--- src/rtl/coram_stream_host_peer_pkg.sv ---
// coram_stream_host_peer_pkg: shared FSM encoding and protocol constants for the stream-sum host peer
package coram_stream_host_peer_pkg;
   typedef enum logic [2:0] {
      S_IDLE  = 3'd0,
      S_GO    = 3'd1,
      S_FILL  = 3'd2,
      S_WSUM  = 3'd3,
      S_CHK   = 3'd4,
      S_DRAIN = 3'd5,
      S_ACK   = 3'd6,
      S_FIN   = 3'd7
   } state_t;
   localparam int unsigned ACK_TOKEN = 0;
   localparam int unsigned RD_LAT = 1;
endpackage

--- src/rtl/coram_stream_host_peer_checker.sv ---
// coram_stream_checker: delayed-dequeue data check, sum check and saturating error count
module coram_stream_checker
   import coram_stream_host_peer_pkg::*;
#(
   parameter int unsigned W_D = 32,
   parameter int unsigned SIZE = 128
) (
   input  logic           CLK,
   input  logic           RST,
   input  logic           clr_err,
   input  logic           clr_idx,
   input  logic           os_deq,
   input  logic [W_D-1:0] os_q,
   input  logic           sum_vld,
   input  logic [W_D-1:0] sum_q,
   input  logic [W_D-1:0] exp_sum,
   output logic           err,
   output logic [31:0]    err_cnt,
   output logic           last
);
   logic [RD_LAT-1:0] dq;
   logic d_os_deq, bad;
   logic [31:0] chk_cnt;
   assign d_os_deq = dq[RD_LAT-1];
   // word and sum checks never land in the same cycle, so one increment covers both
   assign bad = (d_os_deq && os_q != W_D'(chk_cnt)) || (sum_vld && sum_q != exp_sum);
   assign last = d_os_deq && chk_cnt == SIZE - 1;
   always_ff @(posedge CLK) begin
      if (RST) begin
         dq <= '0;
         chk_cnt <= '0;
         err <= 1'b0;
         err_cnt <= '0;
      end else begin
         dq <= RD_LAT'({dq, os_deq});
         chk_cnt <= clr_idx ? '0 : chk_cnt + 32'(d_os_deq);
         err <= !clr_err && (err || bad);
         err_cnt <= clr_err ? '0 : (bad && err_cnt != '1) ? err_cnt + 32'd1 : err_cnt;
      end
   end
endmodule

--- src/rtl/coram_stream_host_peer.sv ---
// coram_stream_host_peer: hardware stand-in for the stream-sum control thread
module coram_stream_host_peer
   import coram_stream_host_peer_pkg::*;
#(
   parameter int unsigned    W_D = 32,
   parameter int unsigned    SIZE = 128,
   parameter logic [W_D-1:0] BASE = '0,
   parameter int unsigned    ITER = 1
) (
   input  logic           CLK,
   input  logic           RST,
   input  logic           start,
   output logic [W_D-1:0] is_d,
   output logic           is_enq,
   input  logic           is_full,
   input  logic [W_D-1:0] os_q,
   output logic           os_deq,
   input  logic           os_empty,
   output logic [W_D-1:0] ch_d,
   output logic           ch_enq,
   input  logic           ch_full,
   input  logic [W_D-1:0] ch_q,
   output logic           ch_deq,
   input  logic           ch_empty,
   output logic           busy,
   output logic           done,
   output logic [W_D-1:0] sum_rcv,
   output logic           err,
   output logic [31:0]    err_cnt
);
   state_t state, nxt;
   logic [31:0] wr_cnt, rd_cnt, iter_cnt;
   logic [W_D-1:0] exp_sum;
   logic ch_pend, last;
   assign is_enq = state == S_FILL && !is_full && wr_cnt < SIZE;
   assign is_d = state == S_FILL ? BASE + W_D'(wr_cnt) : '0;
   assign os_deq = state == S_DRAIN && !os_empty && rd_cnt < SIZE;
   assign ch_deq = state == S_WSUM && !ch_empty && !ch_pend;
   assign ch_enq = (state == S_GO || state == S_ACK) && !ch_full;
   assign ch_d = state == S_GO ? W_D'(SIZE) : W_D'(ACK_TOKEN);
   assign busy = state != S_IDLE;
   assign done = state == S_FIN;
   always_comb begin
      nxt = state;
      case (state)
         S_IDLE:  nxt = start ? S_GO : S_IDLE;
         S_GO:    nxt = ch_full ? S_GO : S_FILL;
         S_FILL:  nxt = is_enq && wr_cnt == SIZE - 1 ? S_WSUM : S_FILL;
         S_WSUM:  nxt = ch_deq ? S_CHK : S_WSUM;
         S_CHK:   nxt = S_DRAIN;
         S_DRAIN: nxt = last ? S_ACK : S_DRAIN;
         S_ACK:   nxt = ch_full ? S_ACK : iter_cnt + 32'd1 < ITER ? S_GO : S_FIN;
         S_FIN:   nxt = S_IDLE;
         default: nxt = S_IDLE;
      endcase
   end
   always_ff @(posedge CLK) begin
      if (RST) begin
         state <= S_IDLE;
         wr_cnt <= '0;
         rd_cnt <= '0;
         iter_cnt <= '0;
         exp_sum <= '0;
         sum_rcv <= '0;
         ch_pend <= 1'b0;
      end else begin
         state <= nxt;
         if (state == S_IDLE && start) iter_cnt <= '0;
         if (state == S_ACK && !ch_full) iter_cnt <= iter_cnt + 32'd1;
         if (state == S_GO) begin
            wr_cnt <= '0;
            rd_cnt <= '0;
            exp_sum <= '0;
         end
         // expected sum is built from the words actually sent, avoiding a multiplier
         if (is_enq) begin
            wr_cnt <= wr_cnt + 32'd1;
            exp_sum <= exp_sum + is_d;
         end
         if (os_deq) rd_cnt <= rd_cnt + 32'd1;
         if (ch_deq) ch_pend <= 1'b1;
         if (state == S_CHK) begin
            ch_pend <= 1'b0;
            sum_rcv <= ch_q;
         end
      end
   end
   coram_stream_checker #(.W_D(W_D), .SIZE(SIZE)) u_chk (
      .CLK     (CLK),
      .RST     (RST),
      .clr_err (state == S_IDLE && start),
      .clr_idx (state == S_GO),
      .os_deq  (os_deq),
      .os_q    (os_q),
      .sum_vld (state == S_CHK),
      .sum_q   (ch_q),
      .exp_sum (exp_sum),
      .err     (err),
      .err_cnt (err_cnt),
      .last    (last)
   );
endmodule

--- config.mk ---
export PLATFORM = sky130hd
export DESIGN_NAME = coram_stream_host_peer
export DESIGN_NICKNAME = d
export VERILOG_FILES = /design/src/rtl/coram_stream_host_peer_pkg.sv /design/src/rtl/coram_stream_host_peer_checker.sv /design/src/rtl/coram_stream_host_peer.sv
export SDC_FILE = /design/constraint.sdc
export NUM_CORES = 1
export LEC_CHECK = 0
export ABC_AREA = 1
export CORE_AREA = 2 2 161 163
export CTS_BUF_LIST = sky130_fd_sc_hd__clkbuf_16
export DETAILED_ROUTE_END_ITERATION = 16
export DIE_AREA = 0 0 163 165
export PLACE_DENSITY = 0.83
export SKIP_LAST_GASP = 1
export SLEW_MARGIN = 20
export SYNTH_ARGS = -nofsm -noshare
export SYNTH_HDL_FRONTEND = slang
export SYNTH_SLANG_ARGS = --single-unit
export TNS_END_PERCENT = 100
--- constraint.sdc ---
create_clock -name CLK -period 3.6 [get_ports CLK]
set_input_delay 0.72 -clock CLK [delete_from_list [all_inputs] [get_ports CLK]]
set_output_delay 0.72 -clock CLK [all_outputs]
set_load 0.02 [all_outputs]
Yosys cells after proc, flatten, opt, wreduce, memory -nomap -nowiden:

Cells that the tools add are included.

* $add $sub $neg: 6
* magnitude comparators: 3
* equal/unequal tests: 12
* muxes and demuxes: 16
* reductions and logical operators: 32

Operators by type and width (count)
* 32-bit 2-to-1 mux: 7
* 32-bit by 1-bit adder with 32-bit output (second input constant): 4
* 32-bit by 7-bit equality test with 1-bit output (second input constant): 2
* 32-bit by 8-bit less-than comparator with 1-bit output (second input constant): 2
* 32-bit inequality test: 2
* 32-bit by 1-bit adder with 32-bit output: 1
* 32-bit adder: 1
* 32-bit by 1-bit less-than comparator with 1-bit output (second input constant): 1
* 32-bit inequality test (second input constant): 1
* 3-bit one-hot mux with 8 select lines: 1
* 1-bit logical AND: 15
* 3-bit equality test (second input constant): 4
* 3-bit 2-to-1 mux: 3
* 8-bit 2-to-1 mux: 1
* 3-bit by 2-bit equality test with 1-bit output (second input constant): 2
* 1-bit logical NOT: 6
* 2-bit nonzero test: 3
* 2-bit OR reduction: 3
* 2-bit 2-to-1 mux: 2
* 3-bit by 1-bit equality test with 1-bit output (second input constant): 1
* 3-bit logical NOT: 1
* 1-bit logical OR: 3
* 3-bit nonzero test: 1
* 1-bit 2-to-1 mux: 2

* bits in registers: 230
* input bits: 71
* output and inout bits: 135
* logic and storage cells: 80

Logic depth before layout (Yosys ltp):

Gate-level depths: netlist of the first run.

* depth in word-level cells: 6
* gate-level depth with buffers: 20
* depth with buffers taken out: 19

Hierarchy:

Synthesis of the first run repeated with hierarchy kept, for this count alone.

* cell total of the unflattened synthesis: 2119
* area, all modules: 13789.5 sq um

By module, submodules not included
* coram_stream_host_peer: instances 1, cells each 1395, area each 9190.1 sq um, seq. area each 3283.1 sq um
* coram_stream_checker: instances 1, cells each 724, area each 4599.4 sq um, seq. area each 1321.3 sq um

Worst setup path before layout of the first run:

No wires, ideal clock.

* path kind: flip-flop to flip-flop
* from: register state[0]
* to: register exp_sum[24]
* setup time: 0.132 ns
* arrival time: 2.669 ns
* data required time: 3.468 ns
* setup slack: 0.799 ns
* cell stages (with the launch flop): 18
* path buffers: 1
* clock period less this slack: 2.801 ns
* cell sequence: dfxtp_1 inv_2 nand2_1 nor2_1 inv_2 clkbuf_1 nor2_1 ha_1 fa_1 nand3_1 nand2_1 a21oi_1 inv_1 nand2_1 nand3_1 or2_2 nand3_1 a21oi_1

* word-level cells in the longest chain between the ends: 4
* elaborated cells between the ends (all ways): 8
* those cells by class: add/sub (1); eq/ne (2); mux (2); reduce/logical (3)

RTL lines
* start, declared: RTL line coram_stream_host_peer.sv:31 `state_t state, nxt;`
* start signal, assigned: RTL line coram_stream_host_peer.sv:67 `state <= nxt;`
* 3-bit by 2-bit equality test with 1-bit output: RTL line coram_stream_host_peer.sv:36 `assign is_d = state == S_FILL ? BASE + W_D'(wr_cnt) : '0;`
* 32-bit 2-to-1 mux: RTL line coram_stream_host_peer.sv:36
* via is_d[0]: RTL line coram_stream_host_peer.sv:13 `output logic [W_D-1:0] is_d,`
* 32-bit adder: RTL line coram_stream_host_peer.sv:78 `exp_sum <= exp_sum + is_d;`
* 32-bit 2-to-1 mux: RTL line coram_stream_host_peer.sv:76 `if (is_enq) begin`
* end signal, assigned: RTL line coram_stream_host_peer.sv:78
* end, declared: RTL line coram_stream_host_peer.sv:33 `logic [W_D-1:0] exp_sum;`

The timed path passes the listed nets, and every way through them passes these cells.
A chain may end at the register's enable or synchronous reset.

Worst setup path after layout of the first run:

* from: register state[1]
* to: output is_d[31]

* word-level cells in the longest chain between the ends: 2

RTL lines (RTL line)
* 3-bit by 2-bit equality test with 1-bit output: coram_stream_host_peer.sv:36
* 32-bit 2-to-1 mux: coram_stream_host_peer.sv:36
* end, declared: coram_stream_host_peer.sv:13

No other way between the ends.

==> summary.txt, run 1 <==
Clocking
  – Sink Count: 230
  – H-tree levels: 1
  – Root Buffer: clkbuf_16
  – Clock buffer count from CTS: 25
  – CTS tree: yes
  – Clk_lat worst skew: ~0.55 ns
  – Max clock buf depth: 3
  – Reg clk slew, reported paths: roughly 0.060 ns

Logic synthesis
  – Top-count cell post-synth: nand2_1
  – Post-synthesis sequential area ratio: about 34%
  – Syn avg cell area: around 6.7 um2
  – Synth Flop Type: dfxtp_1
  – Number of synthesized flops with an enable pin: 0
  – Distinct cells, synth: 50
  – Area share of the largest cell type after synthesis: 33.8%
  – Post-synthesis register bit count: 230
  – Synth Instances: ~2.0k
  – Area contributors post-synth: dfxtp_1 34%, nand2_1 14%, nor2_1 8.2%, a21oi_1 6.4%, inv_1 4.6%
  – FFs w/ async S/R, synth: 0%
  – Ys Warns: 0
  – Cell Area, Synth: 0.0136 mm2
  – Synth area leader: dfxtp_1
  – Top cells by count, synth: 504 x nand2_1, 299 x nor2_1, 230 x dfxtp_1

Job
  – Max cap viols: 0

Global route
  – Vias in the first global route: 12.7k
  – GR Util All Layers: 29.3%
  – Largest net degree at the start of global routing: 108
  – Antenna violations before repair: 0
  – First-pass GRT wire length: 63,500 um
  – Grt total ovfl: 0

STA
  – Slew HR: 42.3%
  – RSZ-0062 raised after global routing: no
  – Tmin final: 3.47 ns
  – Max Slew Vio Count: 0
  – Fmax: 288 MHz
  – Final hold vios: 0
  – Worst-Margin Slew: 0.865 ns
  – Skew final: about 0.017 ns
  – Final setup viols: 0
  – Final worst path period share: 96.5%
  – Setup TNS: 0 ns

Place
  – Hpwl dp: 30,600 um
  – Gpl congestion: 1.04
  – Port Buffers: ~170
  – Dpl cells: 2,504

Power and ir drop
  – Lkg Pwr: 6.31 nW
  – Internal Power: slightly above 4 mW
  – Max VDD drop: 318 uV
  – Sequential power share: 46.6%
  – Clock power frac: 45.2%
  – Power per cell area: 337 mW/mm2
  – Sw frac: 25.0%
  – NetSw: 1.37 mW
  – Combinational power share: 8.2%

Setup path
  – Critical Path Fanout Max: 26
  – Worst setup EP type: primary output
  – Worst setup SP type: flop
  – Worst Path Arrival: about 2.8 ns
  – CP Data Required Time: 2.88 ns
  – Worst setup path category: flop to primary output

Layout
  – Fraction of layout cells with a size suffix above 1: 6.26%
  – Fillers: around 2.3k
  – Ant diodes: 0
  – Area delta synth->final: 19.9%
  – Post-Layout Cell Count: 2,549
  – NumNets Final: 2,311

Routing
  – Remaining antenna violation count: 0
  – Vias: 13.7k
  – Drt pass-1 iters: 6
  – Post-Route WL: 40,200 um
  – Drt wl/cell: 15.8 um
  – Number of remaining DRC errors: 0
  – Via/cell ratio: 5.38
  – Initial drt markers: 1,139

Die
  – Initial Util: 54.4%
  – Chip Height: 165 um
  – Core Rows: 58
  – Die area: 0.0269 mm2
  – Die Wd: 163 um
  – I/O Pins: around 200
  – Core area: 0.0250 mm2

Worst hold path
  – Type of the tightest min-delay check: flop to flop

Outcome
  – Status: completed
==> per-layer routing <==
layer / GRT usage (%) / wire (um) / vias up
met5: 0 / 0 / -
met4: 11.2 / 1550 / 0
met3: 5.00 / 2670 / 92
met2: 50.5 / 18900 / 446
met1: 36.6 / 17000 / 6300
li1: - / - / 6884
==> critical path, stage by stage, from the launching register on <==
cell and delay (ns):
dfxtp_1 0.45, nand2_1 0.11, nor2_1 0.28, inv_4 0.20
buf_4 0.20, nor2_2 0.27, clkdlybuf4s50_1 0.68
==> final timing paths <==
path	depth (start not counted)	end	slack, ns	start
worst min register to register	2	rd_cnt[12]	0.43	rd_cnt[12]
worst max register to register	12	exp_sum[17]	0.29	state[1]
worst min-delay path	2	rd_cnt[12]	0.43	rd_cnt[12]
worst max-delay path	6	is_d[31]	0.13	state[1]
==> cells by family after synthesis <==
| kind of cell | Yosys count | share of synthesized area (%) |
|---|---|---|
| buf+inv | 272 | 8.87 |
| fa+ha+maj | 39 | 3.64 |
| flops | 230 | 33.8 |
| simple gates | 1105 | 35.8 |
| xor+xnor | 106 | 6.81 |
| compound gates | 286 | 11.1 |
| other cells | 1 | 0.0275 |
==> power by group through the flow <==
stage	combinational [mW]	clock (mW)	sequential [mW]
2_1_floorplan	0.267	0	2.63
5_1_grt	0.485	2.62	2.57
3_3_place_gp	0.439	0	2.62
3_5_place_dp	0.445	0	2.62
6_report	0.451	2.49	2.57
4_1_cts	0.447	2.52	2.56
==> per-stage QoR <==
step | power [mW] | setup slack (ns) | hold slack (ns) | util [%] | area, um2
final | 5.50 | 0.127 | 0.430 | 65.2 | 16300
after global routing | 5.67 | 0.00757 | 0.454 | 65.2 | 16300
after CTS | 5.53 | 0.00954 | 0.432 | 65.2 | 16300
after detailed placement | 3.07 | 0.346 | 0.418 | 62.1 | 15500
after global placement | 3.06 | 0.382 | 0.414 | 62.1 | 15500
after floorplan | 2.90 | 0.799 | 0.408 | - | 13700
==> layout by cell type, fill, tap and decap left out, types with 6 or more instances in the layout <==
cell             Yosys  routed
dfxtp_1            230     230
nand3b_1            17      17
a21oi_1            175     175
xor2_1              57      57
clkbuf_16            0      25
nor3_1              83      82
o21ai_1             12      12
nor4_1              16      16
ha_1                38      38
inv_2               17      16
or2_2               28      28
nand4_1             41      41
clkinv_1             1       6
o21ai_0             74      74
nand2_1            504     504
nor2_1             299     297
nand3_1             75      75
buf_4               36      18
conb_1               1      31
inv_1              166     172
xnor2_1             49      49
nand2_2              6       6
clkdlybuf4s50_1      0     172
nor2_2               9      11
==> area by class of cell <==
type	instances	area (um2)	share of cell area, %
Multi-Input combinational cell	1567	7940	48.6
Sequential cell	230	4600	28.2
Timing Repair Buffer	193	1900	11.6
Inverter	184	693	4.24
Clock buffer	25	626	3.83
Tap cell	330	413	2.53
Clock inverter	20	158	0.965
==> sequential cells by signal, summed over array words and instances, names as in the netlist, 3 cells and up <==
signal         count
exp_sum           32
iter_cnt          32
rd_cnt            32
state              3
sum_rcv           32
u_chk.chk_cnt     32
u_chk.err_cnt     32
wr_cnt            32
==> what timing repair did <==
action / CTS / global route
hold buffers: 0 / 0
resized for setup: 0 / 4
setup endpoints to repair: 0 / 3
setup buffers: 0 / 0
endpoints found under the hold margin: 0 / 0
(Power assumes the default switching activity.)
==> run 2: changes to the inputs <==
- SLEW_MARGIN: 20 -> 40
==> summary.txt, run 2 (synthesis results as in run 1) <==
Clocking
  – CTS Hold Bufs: 0
  – Max clock buf depth: 3
  – Postcts setup bufs: 0
  – H-tree levels: 1
  – Root Buffer: clkbuf_16
  – Clock buffer count from CTS: 25
  – CTS tree: yes
  – Reg clk slew, reported paths: ~0.060 ns
  – Sink Count: 230
  – Post-CTS Resized: 0
  – Clk_lat worst skew: 0.54 ns

Die
  – Initial Util: 54.4%
  – Die Wd: 163 um
  – I/O Pins: 206
  – Core Rows: 58
  – Core area: between 0.02 and 0.03 mm2
  – Chip Height: 165 um
  – Die area: 0.0269 mm2

Global route
  – Antenna violations before repair: 0
  – Largest net degree at the start of global routing: between 100 and 150
  – Met3 global-route usage: 5.30%
  – Grt total ovfl: 0
  – GRT busiest layer: met2
  – GR Util All Layers: 29.2%
  – Met2 Usage GRT: slightly above 50%
  – Vias in the first global route: 12.6k
  – GR Util met1: 36.0%
  – First-pass GRT wire length: 63,300 um

Layout
  – Commonest cells after routing, fill and taps aside: 504 x nand2_1, 297 x nor2_1, 230 x dfxtp_1, 175 x a21oi_1
  – Post-Layout Cell Count: between 2k and 3k
  – NumNets Final: around 2.3k
  – Most common cell after layout, fill and taps aside: nand2_1
  – Area delta synth->final: 19.8%
  – Fraction of layout cells with a size suffix above 1: 6.22%
  – Ant diodes: 0

Routing
  – Number of remaining DRC errors: 0
  – Initial drt markers: 1,322
  – Post-Route WL: 40,200 um
  – Remaining antenna violation count: 0
  – Via/cell ratio: 5.40
  – Drt pass-1 iters: 5
  – Drt wl/cell: roughly 16 um
  – Vias: 13.8k

Worst hold path
  – Hold path startpoint: rd_cnt[12]
  – Worst hold path cell count: 2
  – Type of the tightest min-delay check: flop to flop
  – WHS Endpoint: rd_cnt[12]

STA
  – Fmax: 288 MHz
  – RSZ-0062 raised after global routing: no
  – Tmin final: 3.47 ns
  – Final worst path period share: 96.5%
  – Worst-Margin Slew: 0.764 ns
  – Final setup viols: 0
  – Slew HR: 49.0%
  – Max Slew Vio Count: 0
  – Final hold vios: 0
  – Hold slack: 0.428 ns
  – Setup TNS: 0 ns
  – Skew final: between 0.02 and 0.025 ns

Outcome
  – Status: completed

Setup path
  – Worst setup EP type: primary output
  – Buf/Inv on CP: 3
  – Slowest-stage cell, CP: clkdlybuf4s50_1
  – Worst setup SP type: flop
  – Critical Path Fanout Max: 26
  – Critical Path Max Stage Delay: 0.68 ns
  – Worst Reg-to-Reg Cells: 12
  – Crit-path cells: nand2_1 > nor2_1 > inv_2 > buf_4 > nor2_2 > clkdlybuf4s50_1
  – Top delay family on crit path: buffers and inverters
  – R2R setup slack: 0.28 ns
  – Worst setup path category: flop to primary output
  – FF-to-FF Start: state[1]
  – Worst Path Arrival: 2.75 ns
  – Reg2reg end: exp_sum[17]
  – CP Data Required Time: roughly 2.9 ns

Place
  – Dpl cells: 2,504
  – Hpwl dp: a little over 30,000 um
  – Gpl congestion: 1.04
  – Port Buffers: about 170

Power and ir drop
  – Max VDD drop: 375 uV
  – Power per cell area: 335 mW/mm2
  – Lkg Pwr: ~6.3 nW

Job
  – Max cap viols: 0
-- run 2: cell types whose count changed in the layout (fill, tap and decap cells not counted), sizes merged --
cell,change
buf,-1
clkbuf,+1
-- run 2: worst reg2reg max path, stage by stage, from the launching register on --
cell and delay (ns):
dfxtp_1 0.46, nand2_1 0.11, nor2_1 0.21, inv_2 0.26
nor2_1 0.34, ha_1 0.35, a21oi_1 0.24, o21ai_0 0.15
a21oi_1 0.35, nand3_1 0.23, or2_2 0.32, nand3_1 0.09
a21oi_1 0.07
-- run 2: final cells by class --
| class | count | area (um2) |
|---|---|---|
| Clock buffer | 25 | 626 |
| Clock inverter | 20 | 145 |
| Fill cell | 2259 | 8710 |
| Inverter | 184 | 691 |
| Multi-Input combinational cell | 1567 | 7940 |
| Sequential cell | 230 | 4600 |
| Tap cell | 330 | 413 |
| Timing Repair Buffer | 193 | 1900 |
-- run 2: worst max path at each step --
| stage | depth (start not counted) | endpoint | slack, ns | startpoint |
|---|---|---|---|---|
| global placement | 12 | exp_sum[17] | 0.38 | state[1] |
| CTS | 6 | is_d[31] | 0.02 | state[1] |
| floorplan | 17 | exp_sum[24] | 0.80 | state[0] |
| global route | 6 | is_d[30] | 0.03 | state[1] |
| detailed placement | 12 | exp_sum[17] | 0.36 | state[1] |
| finish | 6 | is_d[31] | 0.13 | state[1] |
-- run 2: report_power, final --
group / internal, mW / switching, mW
Combinational: 0.162 / 0.290
Clock: 1.40 / 1.05
Sequential: 2.56 / 0.00877
-- run 2: per-stage QoR --
step	setup WS [ns]	utilization (%)	instance area [um2]	total power, mW
global route	0.0322	65.2	16300	5.63
global placement	0.382	62.1	15500	3.06
CTS	0.0221	65.2	16300	5.49
detailed placement	0.355	62.1	15500	3.07
floorplan	0.799	-	13700	2.90
finish	0.126	65.2	16300	5.47
-- run 2: metal layers --
| metal | up-vias | routed length [um] |
|---|---|---|
| met4 | 0 | 1260 |
| li1 | 6895 | - |
| met3 | 76 | 2840 |
| met1 | 6271 | 17000 |
| met5 | - | 0 |
| met2 | 521 | 19200 |
